$ cat config.mk
export PLATFORM = sky130hd
export DESIGN_NAME = reg_file_sb
export DESIGN_NICKNAME = d
export VERILOG_FILES = /design/src/rtl/rf_pkg.sv /design/src/rtl/rf_scoreboard.sv /design/src/rtl/reg_file_sb.sv
export SDC_FILE = /design/constraint.sdc
export NUM_CORES = 2
export LEC_CHECK = 0
export CAP_MARGIN = 20
export CORE_MARGIN = 2
export CORE_UTILIZATION = 45
export DETAILED_ROUTE_END_ITERATION = 10
export GPL_ROUTABILITY_DRIVEN = 0
export GPL_TIMING_DRIVEN = 1
export HOLD_SLACK_MARGIN = 0.03
export SYNTH_ARGS = -nofsm -noshare
export SYNTH_HDL_FRONTEND = slang
export SYNTH_SLANG_ARGS = --single-unit
$ cat constraint.sdc
create_clock -name CLK -period 4.71 [get_ports CLK]
set_clock_uncertainty 0.1 [all_clocks]
set_input_delay 1.413 -clock CLK [delete_from_list [all_inputs] [get_ports CLK]]
set_output_delay 1.413 -clock CLK [all_outputs]
set_load 0.01 [all_outputs]
$ cat src/rtl/rf_pkg.sv
// rf_pkg: shared defaults and helpers for reg_file_sb.
//   SP_IDX_DEF/SP_INIT_DEF, GP_IDX_DEF/GP_INIT_DEF : default pointer registers and reset values
//   slice_lo(i, w)  : base bit of packed lane i of width w
//   reset_val(idx)  : reset contents of register idx
package rf_pkg;
   localparam int          SP_IDX_DEF  = 2;
   localparam logic [31:0] SP_INIT_DEF = 32'hF00;
   localparam int          GP_IDX_DEF  = 3;
   localparam logic [31:0] GP_INIT_DEF = 32'h100;

   function automatic int slice_lo(input int i, input int w);
      return i * w;
   endfunction

   function automatic logic [31:0] reset_val(input int idx,
                                             input int sp_idx = SP_IDX_DEF,
                                             input logic [31:0] sp_init = SP_INIT_DEF,
                                             input int gp_idx = GP_IDX_DEF,
                                             input logic [31:0] gp_init = GP_INIT_DEF);
      return (idx == sp_idx) ? sp_init : (idx == gp_idx) ? gp_init : 32'h0;
   endfunction
endpackage

$ cat src/rtl/rf_scoreboard.sv
// rf_scoreboard: per-register busy bits for RAW hazard detection.
//   CLK, RSTn (sync, active-low) ; ISS_V/ISS_A set a bit ; WE/WA clear a bit
//   RA -> RBUSY per read port ; BUSY_VEC exposes the whole array
module rf_scoreboard import rf_pkg::*; #(
   parameter int MDEPTH = 32,
   parameter int AWIDTH = $clog2(MDEPTH),
   parameter int NRD    = 2,
   parameter int NWR    = 2
) (
   input  logic                  CLK,
   input  logic                  RSTn,
   input  logic [NRD*AWIDTH-1:0] RA,
   input  logic [NWR-1:0]        WE,
   input  logic [NWR*AWIDTH-1:0] WA,
   input  logic                  ISS_V,
   input  logic [AWIDTH-1:0]     ISS_A,
   output logic [NRD-1:0]        RBUSY,
   output logic [MDEPTH-1:0]     BUSY_VEC
);
   logic [MDEPTH-1:0] r_busy;
   logic [MDEPTH-1:0] w_set;
   logic [MDEPTH-1:0] w_clr;

   always_comb begin
      w_set = '0;
      w_clr = '0;
      if (ISS_V) w_set[ISS_A] = 1'b1;
      for (int j = 0; j < NWR; j++)
         if (WE[j]) w_clr[WA[slice_lo(j, AWIDTH) +: AWIDTH]] = 1'b1;
   end

   // set beats clear: a fresh producer supersedes the retiring one; bit 0 never busy
   always_ff @(posedge CLK)
      if (!RSTn) r_busy <= '0;
      else       r_busy <= (w_set | (r_busy & ~w_clr)) & ~MDEPTH'(1);

   // a writeback this cycle already satisfies the hazard through the bypass
   for (genvar i = 0; i < NRD; i++) begin : g_rb
      logic [AWIDTH-1:0] w_ra;
      assign w_ra     = RA[slice_lo(i, AWIDTH) +: AWIDTH];
      assign RBUSY[i] = r_busy[w_ra] && !w_clr[w_ra];
   end

   assign BUSY_VEC = r_busy;
endmodule

$ cat src/rtl/reg_file_sb.sv
// reg_file_sb: multi-port register file with write bypass and busy-bit scoreboard.
//   CLK, RSTn (sync, active-low)
//   RA/RD/RBUSY : NRD combinational read ports
//   WE/WA/WD    : NWR prioritised write ports (highest port wins)
//   ISS_V/ISS_A : issue marks destination busy ; BUSY_VEC : full scoreboard
module reg_file_sb import rf_pkg::*; #(
   parameter int          DWIDTH  = 32,
   parameter int          MDEPTH  = 32,
   parameter int          AWIDTH  = $clog2(MDEPTH),
   parameter int          NRD     = 2,
   parameter int          NWR     = 2,
   parameter int          SP_IDX  = SP_IDX_DEF,
   parameter logic [31:0] SP_INIT = SP_INIT_DEF,
   parameter int          GP_IDX  = GP_IDX_DEF,
   parameter logic [31:0] GP_INIT = GP_INIT_DEF
) (
   input  logic                  CLK,
   input  logic                  RSTn,
   input  logic [NRD*AWIDTH-1:0] RA,
   output logic [NRD*DWIDTH-1:0] RD,
   output logic [NRD-1:0]        RBUSY,
   input  logic [NWR-1:0]        WE,
   input  logic [NWR*AWIDTH-1:0] WA,
   input  logic [NWR*DWIDTH-1:0] WD,
   input  logic                  ISS_V,
   input  logic [AWIDTH-1:0]     ISS_A,
   output logic [MDEPTH-1:0]     BUSY_VEC
);
   logic [DWIDTH-1:0] r_rf [MDEPTH];

   // ascending port order lets the last NBA (highest port) win on collisions
   always_ff @(posedge CLK)
      if (!RSTn)
         for (int r = 0; r < MDEPTH; r++)
            r_rf[r] <= DWIDTH'(reset_val(r, SP_IDX, SP_INIT, GP_IDX, GP_INIT));
      else
         for (int j = 0; j < NWR; j++)
            if (WE[j] && WA[slice_lo(j, AWIDTH) +: AWIDTH] != '0)
               r_rf[WA[slice_lo(j, AWIDTH) +: AWIDTH]] <= WD[slice_lo(j, DWIDTH) +: DWIDTH];

   for (genvar i = 0; i < NRD; i++) begin : g_rd
      logic [AWIDTH-1:0] w_ra;
      logic [DWIDTH-1:0] w_rd;
      assign w_ra = RA[slice_lo(i, AWIDTH) +: AWIDTH];
      always_comb begin
         w_rd = r_rf[w_ra];
         for (int j = 0; j < NWR; j++)
            if (WE[j] && WA[slice_lo(j, AWIDTH) +: AWIDTH] == w_ra)
               w_rd = WD[slice_lo(j, DWIDTH) +: DWIDTH];
         if (w_ra == '0) w_rd = '0;
      end
      assign RD[slice_lo(i, DWIDTH) +: DWIDTH] = w_rd;
   end

   rf_scoreboard #(
      .MDEPTH(MDEPTH), .AWIDTH(AWIDTH), .NRD(NRD), .NWR(NWR)
   ) u_sb (
      .CLK(CLK), .RSTn(RSTn), .RA(RA), .WE(WE), .WA(WA),
      .ISS_V(ISS_V), .ISS_A(ISS_A), .RBUSY(RBUSY), .BUSY_VEC(BUSY_VEC)
   );
endmodule

==> run_results.csv <==
group,metric,value,unit
die,die_width,378,um
yosys,synth.yosys.warnings,0,
yosys,syn-cell-area,0.0630,mm^2
pwr,peakVddDrop,0.356,mV
yosys,post_synth.cell_area_avg,13.4,um^2
setup_path,endpoint,"RD[21]",
place,place_hpwl,202,mm
place,dp_cells,6943,
clocking,clkSinkCount,1055,
finish,finish.net_count,5551,
global_routing,antenna_found_initial,6,
min_path,hp-class,"reg -> reg",
route,detail_route.first_pass.iterations,11,
route,route.vias.total,57700,
pwr,power_per_cell_area,308,mW/mm^2
yosys,synth_edf_count,1024,
yosys,synthTopCellsByArea,"edfxtp_1, mux4_2, a22o_1, mux2i_1, clkbuf_1",
setup_path,number_of_cells_traversed_by_the_worst_register_to_register_path,2,
place,placement.cell_area,0.0729,mm^2
setup_path,startpoint,"RA[2]",
die,chipHeight,378,um
setup_path,critical_path.reg2reg.startpoint,"u_sb.BUSY_VEC[19]",
yosys,count_of_state_elements_after_synthesis,1055,
route,detail_route.vias_per_cell,7.76,
finish,final_core_utilization,60.8,%
yosys,synth_common_cells,"edfxtp_1, a22o_1, clkbuf_1",
clocking,clock_insertion_delay_worst_skew,750,ps
setup_path,start_kind,"input pin",
global_routing,grt_first_pass_wirelength,430,mm
route,drt.antenna.violating_nets,0,
die,floorplan.rows,137,
clocking,tritoncts,"done",
run_status,failed_checks,"negative setup slack",
clocking,cts.hold.buffers_added,0,
setup_path,cp.required,3200,ps
setup_path,timing.critical_path.arrival,3680,ps
route,routed_wire_length_per_instance,43.1,um
yosys,synthDistinctLibCells,66,
run_status,run_status,"complete, but fails checks",
die,die-area,0.143,mm^2
setup_path,timing.reg2reg.setup_slack,3790,ps
sta,grt_setup_unrepaired,"yes",
route,drt_drc_violations_left,0,
setup_path,timing.critical_path.to_type,"output pin",
setup_path,critPathMaxFanout,8,
finish,layout_cells_sized_above_1,43.0,%
clocking,path_clk_slew,60,ps
global_routing,grt_pass1_vias,54000,
sta,maxSlewHeadroom,20.7,%
sta,worst_slew_pin_slew,1190,ps
finish,finalNonFillerCells,7440,
clocking,ctsRootBufferMaster,"clkbuf_16",
clocking,tritoncts.num_buffers,118,
setup_path,setup.worst_path.class,"in -> out",
route,dr.first_iter.drc_count,11200,
sta,fmax,0.193,GHz
pwr,p_leak,30.5,nW
yosys,yosys.cell_count.top_type,"edfxtp_1",
route,route.final.wire_length,320,mm
sta,report.final.setup_viol,66,
clocking,number_of_h_tree_branching_levels,3,
die,io_pins,192,
run,maxCapViolCount,0,
yosys,post_synth_inst_count,4693,
finish,fill_cell_instance_count_of_the_final_layout,10600,
sta,hold-worst-slack,464,ps
yosys,synth.largest_area_cell,"edfxtp_1",
yosys,yosysSeqAreaShare,49.8,%
sta,timing.final.max_slew_violations,0,
sta,setup-tns-final,-21150,ps
yosys,synth_flop_cell,"edfxtp_1",
finish,areaGrowthSynthToFinish,34.4,%
yosys,synth.top_cell.area_share,48.8,%
die,placeableCoreArea,0.139,mm^2
clocking,clock_path_buffers,3,
global_routing,grt_max_degree,64,
die,floorplan.initialDensity,45.2,%
yosys,ys_async_sr_fraction,0,%
sta,timing_hold_violations_final,0,
finish,layout.cell_area.non_filler,0.0846,mm^2
place,port_buf_inserts,190,
global_routing,grt_util_all_layers,43.6,%
global_routing,gr-total-overflow,0,
sta,layout_setup_ws,-481,ps
setup_path,reg2reg_to,"u_sb.BUSY_VEC[19]",
sta,final.period_utilization,110,%
sta,final_period_minus_worst_setup_slack,5190,ps
## cells by family after synthesis
logic type / count (synthesis) / synth area share (%)
buffers and inverters: 719 / 5.30
flip-flops: 1055 / 49.8
multiplexers: 702 / 19.8
AO/OA/AOI/OAI: 1586 / 20.4
AND/OR/NAND/NOR: 610 / 4.43
XOR/XNOR: 20 / 0.278
other: 1 / 0.00595
## final cells by class
type,count,area (um^2),area share [%]
diodes,8,20.0,0.0237
multi-input cells,2951,32600,38.6
clock buffers,146,3080,3.64
well taps,1876,2350,2.77
flip-flops and latches,1055,31400,37.1
repair buffers,1321,14400,17.0
clock inverters,73,699,0.826
inverters,10,58.8,0.0695
## flip-flops by register name, summed over array words and instances (netlist names)
| register | flops |
|---|---|
| r_rf | 1024 |
| u_sb.BUSY_VEC | 31 |
## worst min-delay path by stage
stage | start | to | slack (ps) | depth (start not counted)
floorplan | u_sb.BUSY_VEC[14] | u_sb.BUSY_VEC[14] | 460 | 2
global placement | u_sb.BUSY_VEC[5] | u_sb.BUSY_VEC[5] | 450 | 2
detailed placement | u_sb.BUSY_VEC[1] | u_sb.BUSY_VEC[1] | 450 | 2
CTS | u_sb.BUSY_VEC[1] | u_sb.BUSY_VEC[1] | 470 | 2
global route | u_sb.BUSY_VEC[5] | u_sb.BUSY_VEC[5] | 500 | 2
finish | u_sb.BUSY_VEC[1] | u_sb.BUSY_VEC[1] | 460 | 2
## per-stage QoR
| step | power [W] | setup slack [ps] |
|---|---|---|
| after floorplan | 0.0134 | 22.5 |
| after global placement | 0.0156 | -1830 |
| after detailed placement | 0.0157 | -1750 |
| after CTS | 0.0254 | -423 |
| after global routing | 0.0264 | -485 |
| final | 0.0261 | -481 |
## worst max-delay path, stage by stage
cell and delay, ps:
buf_6 160, buf_6 150, buf_4 120, or2_4 280, o21ai_0 150, o211ai_1 670
o2111ai_4 330, a21oi_4 250, buf_6 130
## cell usage in the layout (no fill, tap or decap), types with 18 or more instances in the layout
master           netlist  layout
mux2_4                 0      25
edfxtp_1            1024    1024
a31oi_1               62      25
buf_12                 6     193
buf_6                 29     159
buf_16                 0      41
nor2_1               141      79
nand2_1              262     203
nor2_4                 0      55
mux2i_1              228     213
o21ai_2                0      20
clkbuf_1             453      27
clkinv_1               2      22
o22ai_1               47      24
o21ai_1                5      27
a221oi_4               0      23
nand3b_1              24      24
dfxtp_1               31      31
mux4_2               431     431
nand3_1               46      27
a22oi_1               88      73
a21oi_2                0      28
a31oi_4                0      29
clkdlybuf4s50_1        0     102
nor3_4                 0      19
nand2_2                0      45
a2111oi_4              0      19
buf_4                 30     716
o21ai_0               98      51
a21oi_1               78      34
clkinv_2               0      30
clkbuf_16              0     125
conb_1                 1      33
mux2_2                43      18
a22o_1               994     994
a221oi_2               3      47
buf_2                133      44
a221oi_1              89      22
buf_8                  4      46
## metal layers
| metal | wire [um] | track usage, % | share of wire [%] |
|---|---|---|---|
| met1 | 105000 | 54.6 | 33 |
| met2 | 128000 | 59.2 | 40 |
| met3 | 60000 | 20.8 | 19 |
| met4 | 27900 | 29.6 | 8.7 |
| met5 | 105 | 0 | 0.033 |
## repair_timing
item,in CTS,in global routing
pin swaps,231,205
setup endpoints to repair,66,66
buffers inserted,202,103
gates cloned,28,6
gates resized for setup,1024,399
## power breakdown
group / leakage [nW] / switching (W) / internal [W]
sequential: 10.0 / 0.000299 / 0.0108
clock: 1.85 / 0.00416 / 0.00518
combinational: 18.6 / 0.00318 / 0.00239
Power figures use the tool's default switching activity.
